## src/rtl/fpu_op_sequencer.sv

```systemverilog
// Purpose: sequences one FPU operation per command: issue, wait (with timeout), acknowledge, present result.
// Latency: legal op ready after N WAIT cycles -> res_valid N+4 cycles after accept; illegal op -> 1 cycle.
// Backpressure: cmd_ready only in IDLE; result and status held stable in DONE until res_ready.
//
// Ports:
//   clk, rst (async active-low)
//   cmd_valid/cmd_ready, cmd_op, cmd_region, cmd_rmode, cmd_data1, cmd_data2 : command in
//   begin_operation, ack_operation, operation, region_flag, r_mode, Data_1, Data_2 : FPU drive
//   operation_ready, op_result, overflow_flag, underflow_flag, NaN_flag           : FPU return
//   res_valid/res_ready, res_data, res_ovf, res_unf, res_nan, res_tmo, res_ill     : result out
//   busy : high whenever the sequencer is not idle
module fpu_op_sequencer #(
    parameter int W   = 64,
    parameter int TMO = 1023
) (
    input  logic         clk,
    input  logic         rst,
    input  logic         cmd_valid,
    output logic         cmd_ready,
    input  logic [2:0]   cmd_op,
    input  logic [1:0]   cmd_region,
    input  logic [1:0]   cmd_rmode,
    input  logic [W-1:0] cmd_data1,
    input  logic [W-1:0] cmd_data2,
    output logic         begin_operation,
    output logic         ack_operation,
    output logic [2:0]   operation,
    output logic [1:0]   region_flag,
    output logic [1:0]   r_mode,
    output logic [W-1:0] Data_1,
    output logic [W-1:0] Data_2,
    input  logic         operation_ready,
    input  logic [W-1:0] op_result,
    input  logic         overflow_flag,
    input  logic         underflow_flag,
    input  logic         NaN_flag,
    output logic         res_valid,
    input  logic         res_ready,
    output logic [W-1:0] res_data,
    output logic         res_ovf,
    output logic         res_unf,
    output logic         res_nan,
    output logic         res_tmo,
    output logic         res_ill,
    output logic         busy
);

    typedef enum logic [2:0] {IDLE, ISSUE, WAIT, ACK, DONE} state_t;

    // Timer counts completed WAIT cycles; abort on the TMO-th WAIT cycle without ready.
    localparam logic [15:0] TMO_LAST = 16'(TMO - 1);

    state_t      state;
    state_t      state_nxt;
    logic [15:0] timer;
    logic        illegal;
    logic        timeout;

    // Unit select 11 has no FPU behind it.
    assign illegal = (cmd_op[2:1] == 2'b11);
    assign timeout = (timer == TMO_LAST);

    always_ff @(posedge clk or negedge rst) begin
        if (!rst) begin
            state <= IDLE;
        end else begin
            state <= state_nxt;
        end
    end

    // Next state plus all handshake outputs, decoded purely from state.
    always_comb begin
        state_nxt       = state;
        cmd_ready       = 1'b0;
        begin_operation = 1'b0;
        ack_operation   = 1'b0;
        res_valid       = 1'b0;
        busy            = 1'b1;
        case (state)
            IDLE: begin
                cmd_ready = 1'b1;
                busy      = 1'b0;
                if (cmd_valid) begin
                    state_nxt = illegal ? DONE : ISSUE;
                end
            end
            ISSUE: begin
                begin_operation = 1'b1;
                state_nxt       = WAIT;
            end
            WAIT: begin
                if (operation_ready || timeout) begin
                    state_nxt = ACK;
                end
            end
            ACK: begin
                ack_operation = 1'b1;
                if (!operation_ready) begin
                    state_nxt = DONE;
                end
            end
            DONE: begin
                res_valid = 1'b1;
                if (res_ready) begin
                    state_nxt = IDLE;
                end
            end
            default: state_nxt = IDLE;
        endcase
    end

    // Operand hold registers, result capture and the WAIT timer.
    always_ff @(posedge clk or negedge rst) begin
        if (!rst) begin
            operation   <= '0;
            region_flag <= '0;
            r_mode      <= '0;
            Data_1      <= '0;
            Data_2      <= '0;
            res_data    <= '0;
            res_ovf     <= 1'b0;
            res_unf     <= 1'b0;
            res_nan     <= 1'b0;
            res_tmo     <= 1'b0;
            res_ill     <= 1'b0;
            timer       <= '0;
        end else begin
            case (state)
                IDLE: begin
                    if (cmd_valid) begin
                        operation   <= cmd_op;
                        region_flag <= cmd_region;
                        r_mode      <= cmd_rmode;
                        Data_1      <= cmd_data1;
                        Data_2      <= cmd_data2;
                        res_tmo     <= 1'b0;
                        res_ill     <= illegal;
                        if (illegal) begin
                            res_data <= '0;
                            res_ovf  <= 1'b0;
                            res_unf  <= 1'b0;
                            res_nan  <= 1'b0;
                        end
                    end
                end
                ISSUE: begin
                    timer <= '0;
                end
                WAIT: begin
                    timer <= timer + 16'd1;
                    if (operation_ready) begin
                        res_data <= op_result;
                        res_ovf  <= overflow_flag;
                        res_unf  <= underflow_flag;
                        res_nan  <= NaN_flag;
                    end else if (timeout) begin
                        res_data <= '0;
                        res_ovf  <= 1'b0;
                        res_unf  <= 1'b0;
                        res_nan  <= 1'b0;
                        res_tmo  <= 1'b1;
                    end
                end
                default: ;
            endcase
        end
    end

endmodule
```

## config.mk

```make
export PLATFORM = sky130hd
export DESIGN_NAME = fpu_op_sequencer
export DESIGN_NICKNAME = d
export VERILOG_FILES = /design/src/rtl/fpu_op_sequencer.sv
export SDC_FILE = /design/constraint.sdc
export NUM_CORES = 1
export LEC_CHECK = 0
export ABC_AREA = 1
export ABC_CLOCK_PERIOD_IN_PS = 2200
export BUFFER_PORTS_ARGS = -buffer_cell sky130_fd_sc_hd__buf_2
export CAP_MARGIN = 20
export CORE_AREA = 2 2 159 161
export CTS_BUF_LIST = sky130_fd_sc_hd__clkbuf_16
export DETAILED_ROUTE_END_ITERATION = 6
export DIE_AREA = 0 0 161 163
export GPL_ROUTABILITY_DRIVEN = 0
export PLACE_DENSITY = 0.62
export SYNTH_ARGS = -nofsm -noshare
export SYNTH_HDL_FRONTEND = slang
export SYNTH_SLANG_ARGS = --single-unit
```

## constraint.sdc

```tcl
create_clock -name clk -period 2.2 [get_ports clk]
set_clock_uncertainty 0.2 [all_clocks]
set_input_delay 0.66 -clock clk [delete_from_list [all_inputs] [get_ports clk]]
set_output_delay 0.66 -clock clk [all_outputs]
set_load 0.03 [all_outputs]
```

# After elaboration in Yosys (flattened, before gate mapping)
# Cells that the tools add are included.
[classes]
eq_ne = 14
n_mux = 30
n_addsub = 1
reduce_logical = 8
[op_table]
columns = ["operator", "n"]
rows = [
  ["two-way mux 64 bit", 4],
  ["one-hot mux 64 bit (2 select lines)", 1],
  ["one-hot mux 16 bit (2 select lines)", 1],
  ["adder 16 x 1 -> 16 bit (second input constant)", 1],
  ["equality test 16 x 10 -> 1 bit (second input constant)", 1],
  ["two-way mux 3 bit", 5],
  ["one-hot mux 3 bit (5 select lines)", 1],
  ["two-way mux 1 bit", 14],
  ["inequality test 2 bit (second input constant)", 7],
  ["AND reduction 4 bit", 3],
  ["one-hot mux 1 bit (2 select lines)", 4],
  ["equality test 3 x 2 -> 1 bit (second input constant)", 2],
  ["nonzero test 2 bit", 2],
  ["equality test 3 x 1 -> 1 bit (second input constant)", 1],
  ["equality test 3 bit (second input constant)", 1],
  ["logical NOT 3 bit", 1],
  ["inequality test 3 bit (second input constant)", 1],
  ["equality test 2 bit (second input constant)", 1],
  ["AND reduction 2 bit", 1],
  ["logical OR 1 bit", 1],
]
[totals]
wordCells = 66
out_inout_bits = 209
input_bits = 207
ff_bits = 223

# Logic depth before layout (Yosys ltp)
# Gate-level depths: netlist of the first run.
[depth]
ltp_word = 4
ltp_mapped = 11
depth_no_buf = 9

# Worst setup path before layout of the first run
# Ideal clock, no wire load.
[synth_timing]
path_type = "flip-flop to output port"
startpoint = "reg state[1]"
endpoint = "out res_valid"
path_buffers = 0
t_required_ns = 1.340
arrival_time_ns = 1.222
slack_ns = 0.118
stages_incl_launch_ff = 2
cell_sequence = "dfrtp_1 > nor3_1"
[synth_between]
elab_chain_cells = 2
[synth_rtl]
columns = ["item", "line", "rtl"]
rows = [
  ["start, declared", "53", "state_t state;"],
  ["start signal, assigned", "67", "state <= state_nxt;"],
  ["equality test 3 bit", "79", "case (state)"],
  ["two-way mux 1 bit", "79", ""],
  ["end, declared", "37", "output logic res_valid,"],
]
# No other way between the ends.

# Final worst setup path of the first run
[layout_timing]
startpoint = "reg state[0]"
endpoint = "out busy"
[layout_between]
elab_chain_cells = 2
[layout_rtl]
columns = ["item", "line", "rtl"]
rows = [
  ["logical NOT 3 bit", "79", ""],
  ["two-way mux 1 bit", "79", ""],
  ["end, declared", "45", "output logic busy"],
]
# No other way between the ends.

==> results of run 1 <==
-- synthesized netlist by cell type --
cell type  number
buf_6           1
nor2_2          3
a22oi_1         1
nor2_4          2
inv_2           7
buf_2          27
dfrtp_1       223
clkbuf_1        6
nor3_1          5
nand3_4         2
o21bai_1        1
xor2_1          1
buf_4           6
o21ai_0        13
nand3_1        17
nand2_1       632
ha_1            2
buf_1           1
o22ai_1         2
o21a_1          2
nand2_4         1
nand2_2        32
nor2_1         15
nand4_1         7
buf_12          3
inv_1          29
a21oi_1         2
a31oi_1         1
-- per-stage QoR --
| step | util (%) | TNS, ns | worst slack, ns | total power [mW] | hold slack, ns |
|---|---|---|---|---|---|
| 2_1_floorplan | - | 0 | 0.118 | 13.6 | 0.164 |
| 3_3_place_gp | 46.7 | 0 | 0.211 | 16.6 | 0.250 |
| 3_5_place_dp | 46.7 | 0 | 0.191 | 16.8 | 0.253 |
| 4_1_cts | 50.3 | -0.306 | -0.0924 | 21.1 | 0.115 |
| 5_1_grt | 50.6 | -0.502 | -0.109 | 22.4 | 0.136 |
| 6_report | 50.6 | -0.186 | -0.0480 | 21.0 | 0.143 |
-- cell usage in the layout, fill, tap and decap left out, types with 4 or more instances in the layout --
cell,n
clkbuf_16,25
buf_6,4
clkinv_1,5
nand3_1,16
buf_12,9
inv_1,33
nor3_1,4
buf_4,26
nand4_1,7
o21ai_0,13
nand2_1,630
dfrtp_1,221
nor2_1,15
buf_2,409
inv_2,10
nand2_2,32
-- per-layer routing --
metal | vias to the layer above | track usage (%)
li1 | 4032 | -
met1 | 3699 | 24.1
met2 | 299 | 34.1
met3 | 52 | 4.25
met4 | 2 | 6.49
met5 | - | 0
-- report_power, final --
group | internal, mW | switching (mW) | total, mW | leakage, nW
clock network | 2.39 | 1.59 | 3.99 | 0.409
logic | 2.92 | 7.17 | 10.1 | 4.13
registers | 5.92 | 0.982 | 6.90 | 2.84
total | 11.2 | 9.75 | 21.0 | 7.39
-- flip-flops by register name, summed over array words and instances (netlist names) --
| signal | count |
|---|---|
| Data_1 | 64 |
| r_mode | 2 |
| res_tmo | 1 |
| res_ovf | 1 |
| Data_2 | 64 |
| res_nan | 1 |
| state | 3 |
| res_unf | 1 |
| res_ill | 1 |
| timer | 16 |
| operation | 3 |
| region_flag | 2 |
| res_data | 64 |
-- cells by family (layout without fill, tap and decap cells) --
| kind of cell | after synthesis | after routing | share of synthesized area (%) |
|---|---|---|---|
| AOI/OAI and AO/OA | 22 | 22 | 1.37 |
| xor gates and xnor gates | 1 | 1 | 0.0971 |
| adders and majority gates | 2 | 2 | 0.277 |
| buffers and inverters | 80 | 530 | 4.58 |
| DFF | 223 | 223 | 61.9 |
| other | 0 | 1 | 0 |
| and+or+nand+nor | 716 | 716 | 31.8 |
-- worst min-delay path, delay by kind of cell --
kind / cells / cell delay (ns)
simple gates: 2 / 0.08
buf+inv: 1 / 0.07
-- cell type report --
class,instances,share of cell area [%]
multi-input combinational,741,24.6
clock inverter,19,1.25
clock buffer,25,5.01
antenna,1,0.0201
tap,330,3.31
inverter,36,1.10
sequential,223,44.7
timing repair buffer,450,20.0
-- path summary, 6_finish.rpt --
| check | cells after the start | end | from |
|---|---|---|---|
| hold reg to reg | 2 | res_unf | res_unf |
| min in group asynchronous | 2 | res_data[27] | rst |
| max in group asynchronous | 3 | state[1] | rst |
| setup reg to reg | 11 | res_data[36] | state[0] |
| hold / removal | 3 | Data_2[53] | cmd_data2[53] |
| setup / recovery | 5 | busy | state[0] |
-- timing repair --
item | CTS | global route
setup endpoints to repair | 5 | 6
endpoints found under the hold margin | 33 | 0
resized for setup | 18 | 2
setup buffers | 6 | 7
gates cloned | 0 | 0
pin swaps | 2 | 1
hold buffers | 1 | 0
==> summary.md, run 1 <==
| Metric | Value |
|---|---|
| Status | finished, violations left |
| Failing checks | setup timing |
| Per-cell routed wire length | 14.5 µm |
| DRT Pass-1 Iters | 6 |
| Die Height | 163 µm |
| Crit path max-delay family | flip-flops |
| Placed cell area | 11500 µm² |
| Starting Density | 36.6% |
| Critical path arrival | 1.39 ns |
| Mapped Nets | 1253 |
| PortBufs | 415 |
| Vias per cell | 4.43 |
| WL met1 | 10.9 mm |
| FF+latch count, synth | 223 |
| Post-synthesis sequential area ratio | 61.9% |
| Clk_lat worst skew | 0.50 ns |
| Area Overhead vs Synth | 38.3% |
| Cells after Synth | 1044 |
| Total clock buffers created by CTS | 25 |
| # H-tree levels | 1 |
| First-pass GRT wire length | 41.1 mm |
| RSZ-0062 raised after global routing | yes |
| Top layer in use | met5 |
| Worst slew pin tran | 0.616 ns |
| Static Leak | 7.39 nW |
| Maxcap violations | 0 |
| Design area | 12500 µm² |
| Initial antenna violation count | 3 |
| Worst R2R Setup Slack | 0.18 ns |
| Dpl cells | 1766 |
| Cell taking the most area after synthesis | dfrtp_1 |
| Syn_area_per_cell | 8.64 µm² |
| Die X | 161 µm |
| CP endpoint kind | output port |
| Synth area leaders | dfrtp_1, nand2_1, nand2_2, buf_2, inv_1 |
| Layout cells sized above 1 | 35.9% |
| Pin count of the biggest net entering global routing | 138 |
| Req. time, crit path | 1.34 ns |
| Total wire length | 26.4 mm |
| Critical path launch point type | register |
| Core area | 24700 µm² |
| Top-area cell type share of the netlist area | 61.9% |
| Peak VDD IR | 0.000929 V |
| Crit-path max cell delay | 0.44 ns |
| Gr ovfl total | 0 |
| Drt drc | 0 |
| DP Wirelength | 18.9 mm |
| Syn Std Cell Area | 9020 µm² |
| Register area | 5580 µm² |
| Pwr per Cell Area | 1680 nW/µm² |
| Final ANT Viol Nets | 0 |
| Fill cells | 2348 |
| Clock sinks | 223 |
| CTS tree | yes |
| Worst-path maximum fanout | 4 |
| CP max stage cell | dfrtp_2 |
| CTS clk-pin slew, worst paths | 0.06 ns |
| Vias in the first global route | 7962 |
| FP Rows | 58 |
| Initial DRC Count | 481 |
| Worst-path cell chain | inv_2, nand2_4, nor2_4, inv_2, buf_6 |
| Buf/Inv on CP | 3 |
| Layout Nets | 1686 |
| Fin cells | 1825 |
| Worst hold-check path type | input pin to register |
| Multi-input combinational cell area | 3070 µm² |
| Fmax | 445 MHz |
| Via count | 8084 |
| Tot GR Track Use | 19.5% |
| Tcrit/Tclk final | 102% |
| Slew headroom | 58.9% |
| Routed wl met2 | 12.8 mm |
| Met3 wire length | 1.99 mm |
| I/O Pins | 416 |
| Synth unique cells | 28 |
| Tmin final | 2.25 ns |
| Setup ws final | -0.0480 ns |
| Die Area | 26200 µm² |
| YS warnings | 0 |
| Root Driver | clkbuf_16 |
| Final Hold Vio Count | 0 |
| Final Max Slew Viols | 0 |
| Setup CP Type | register to output port |
| Final setup fails | 5 |
| Clk buf depth | 3 |
| CP most frequent cell | inv_2 |
(Power assumes the default switching activity.)
==> run 2: changes to the inputs <==
--- a/config.mk
+++ b/config.mk
@@ -7,7 +7,7 @@
 export LEC_CHECK = 0
 export ABC_AREA = 1
 export ABC_CLOCK_PERIOD_IN_PS = 2200
-export BUFFER_PORTS_ARGS = -buffer_cell sky130_fd_sc_hd__buf_2
+export BUFFER_PORTS_ARGS = -buffer_cell sky130_fd_sc_hd__buf_4
 export CAP_MARGIN = 20
 export CORE_AREA = 2 2 159 161
 export CTS_BUF_LIST = sky130_fd_sc_hd__clkbuf_16
==> run 2 against run 1 <==
Compared with the run above: the flow still finishes with violations (setup timing); critical path depth unchanged; hold slack got worse by 0.0046 ns; routed wire length increased by 5.0%; utilization increased by 3.9 points; via count about the same; final area increased by 7.7%; final cell count decreased by 0.27%; first-iteration DRC count decreased by 1.9%; highest routed layer is now met4.
==> summary.md, run 2 (synthesis gave the netlist of run 1 again) <==
| Metric | Value |
|---|---|
| Fmax | 448 MHz |
| FP Rows | 58 |
| Vias in the first global route | 7903 |
| Dpl cells | 1768 |
| Gr ovfl total | 0 |
| I/O Pins | 416 |
| Final Hold Vio Count | 0 |
| Pin count of the biggest net entering global routing | 89 |
| Layout Nets | 1684 |
| Per-cell routed wire length | 15.3 µm |
| Worst hold-check path type | input pin to register |
| Peak VDD IR | 0.000906 V |
| Crit-path max cell delay | 0.44 ns |
| Clk_lat worst skew | 0.51 ns |
| Tcrit/Tclk final | 101% |
| Die Height | 163 µm |
| Area Overhead vs Synth | 48.9% |
| Initial DRC Count | 472 |
| Design area | 13400 µm² |
| Starting Density | 36.6% |
| Failing checks | setup timing |
| Clock sinks | 223 |
| Critical path launch point type | register |
| Most common cell after layout, fill and taps aside | nand2_1 |
| DRT Pass-1 Iters | 5 |
| Net Switching | 9.90 mW |
| Critical path arrival | 1.37 ns |
| Setup CP Type | register to output port |
| Placed cell area | 12600 µm² |
| First-pass GRT wire length | 42.9 mm |
| Clk buf depth | 3 |
| Final Max Slew Viols | 0 |
| Hold WS | 0.138 ns |
| Maxcap violations | 0 |
| Most frequent cells in the layout | nand2_1, buf_4, dfrtp_1 |
| Final ANT Viol Nets | 0 |
| DP Wirelength | 20.5 mm |
| CTS tree | yes |
| Status | finished, violations left |
| Share of power burned in registers | 31.9% |
| CP endpoint kind | output port |
| # H-tree levels | 1 |
| Vias per cell | 4.44 |
| Clk network pwr share | 17.4% |
| Die Area | 26200 µm² |
| Pwr per Cell Area | 1630 nW/µm² |
| RSZ-0062 raised after global routing | yes |
| Pre-CTS setup slack | 0.161 ns |
| Internal | 12.0 mW |
| Worst-path cell chain | inv_2, nand2_2, nor2_4, inv_2, buf_6 |
| Fill cells | 2300 |
| Req. time, crit path | 1.34 ns |
| Switching share of power | 45.2% |
| Fin cells | 1820 |
| Final design utilization | 54.4% |
| Final setup fails | 3 |
| Initial antenna violation count | 0 |
| CTS clk-pin slew, worst paths | 0.06 ns |
| Buf/Inv on CP | 3 |
| Total clock buffers created by CTS | 25 |
| Drt drc | 0 |
| N_diodes | 0 |
| Layout cells sized above 1 | 36.2% |
| Via count | 8083 |
| Core area | 24700 µm² |
| Static Leak | 7.61 nW |
| Setup ws final | -0.0318 ns |
| Slew headroom | 71.0% |
| Tot GR Track Use | 20.4% |
| Crit path max-delay family | flip-flops |
| PortBufs | 415 |
| Total wire length | 27.8 mm |
| Worst slew pin tran | 0.435 ns |
| Top Registers | Data_1 (64), Data_2 (64), res_data (64) |
| Root Driver | clkbuf_16 |
| Worst-path maximum fanout | 4 |
| Combinational fraction of design power | 50.7% |
| CP max stage cell | dfrtp_2 |
| Die X | 161 µm |
| Tmin final | 2.23 ns |
| CP most frequent cell | inv_2 |
[run 2: cell types whose count changed in the layout (fill, tap and decap cells not counted), sizes merged]
| cell | previous run | this run |
|---|---|---|
| buf | 449 | 447 |
| bufinv | 3 | 1 |
| clkinv | 7 | 10 |
| diode | 1 | 0 |
| inv | 44 | 41 |
[run 2: area by class of cell]
cell class,instances,area (µm²),share of cell area (%)
multi-input cells,741,3060,22.8
inverters,36,138,1.02
well taps,330,413,3.07
flip-flops and latches,223,5580,41.6
repair buffers,448,3500,26.1
clock buffers,25,626,4.66
clock inverters,17,111,0.829
[run 2: tightest hold or removal path, stage by stage]
cell     delay, ns
buf_4         0.07
nand2_1       0.04
nand2_1       0.04
[run 2: per-stage QoR]
stage | power [mW] | TNS [ns]
3_5_place_dp | 18.1 | 0
3_3_place_gp | 17.9 | 0
4_1_cts | 22.1 | -0.173
2_1_floorplan | 13.6 | 0
6_report | 21.9 | -0.0616
5_1_grt | 23.3 | -0.314
[run 2: layer usage]
| metal | GRT usage [%] | part of all wire, % | vias up | wire length, µm |
|---|---|---|---|---|
| li1 | - | - | 4039 | - |
| met1 | 25.8 | 40 | 3684 | 11100 |
| met2 | 34.6 | 49 | 313 | 13600 |
| met3 | 5.17 | 8.1 | 47 | 2250 |
| met4 | 6.29 | 2.8 | 0 | 782 |
| met5 | 0 | 0 | - | 0 |
[run 2: path summary, 6_finish.rpt]
kind | from | end | slack (ns) | depth (start not counted)
setup reg to reg | state[0] | res_data[41] | 0.17 | 11
hold / removal | cmd_data1[2] | Data_1[2] | 0.14 | 3
max in group asynchronous | rst | Data_2[32] | 0.75 | 3
min in group asynchronous | rst | Data_1[10] | 0.45 | 2
setup / recovery | state[0] | busy | -0.03 | 5
hold reg to reg | res_unf | res_unf | 0.27 | 2
[run 2: timing repair]
action | CTS | global route
resized for setup | 8 | 6
endpoints found under the hold margin | 34 | 0
buffers inserted | 7 | 2
hold buffers | 1 | 0
setup endpoints to repair | 5 | 5
pin swaps | 3 | 1
gates cloned | 0 | 0
[run 2: power groups by stage]
stage	clock network (mW)	registers, mW	logic (mW)
detailed placement	0	7.00	11.1
global placement	0	6.98	10.9
finish	3.81	7.00	11.1
global route	4.12	7.22	12.0
CTS	3.92	6.99	11.2
floorplan	0	10.4	3.26
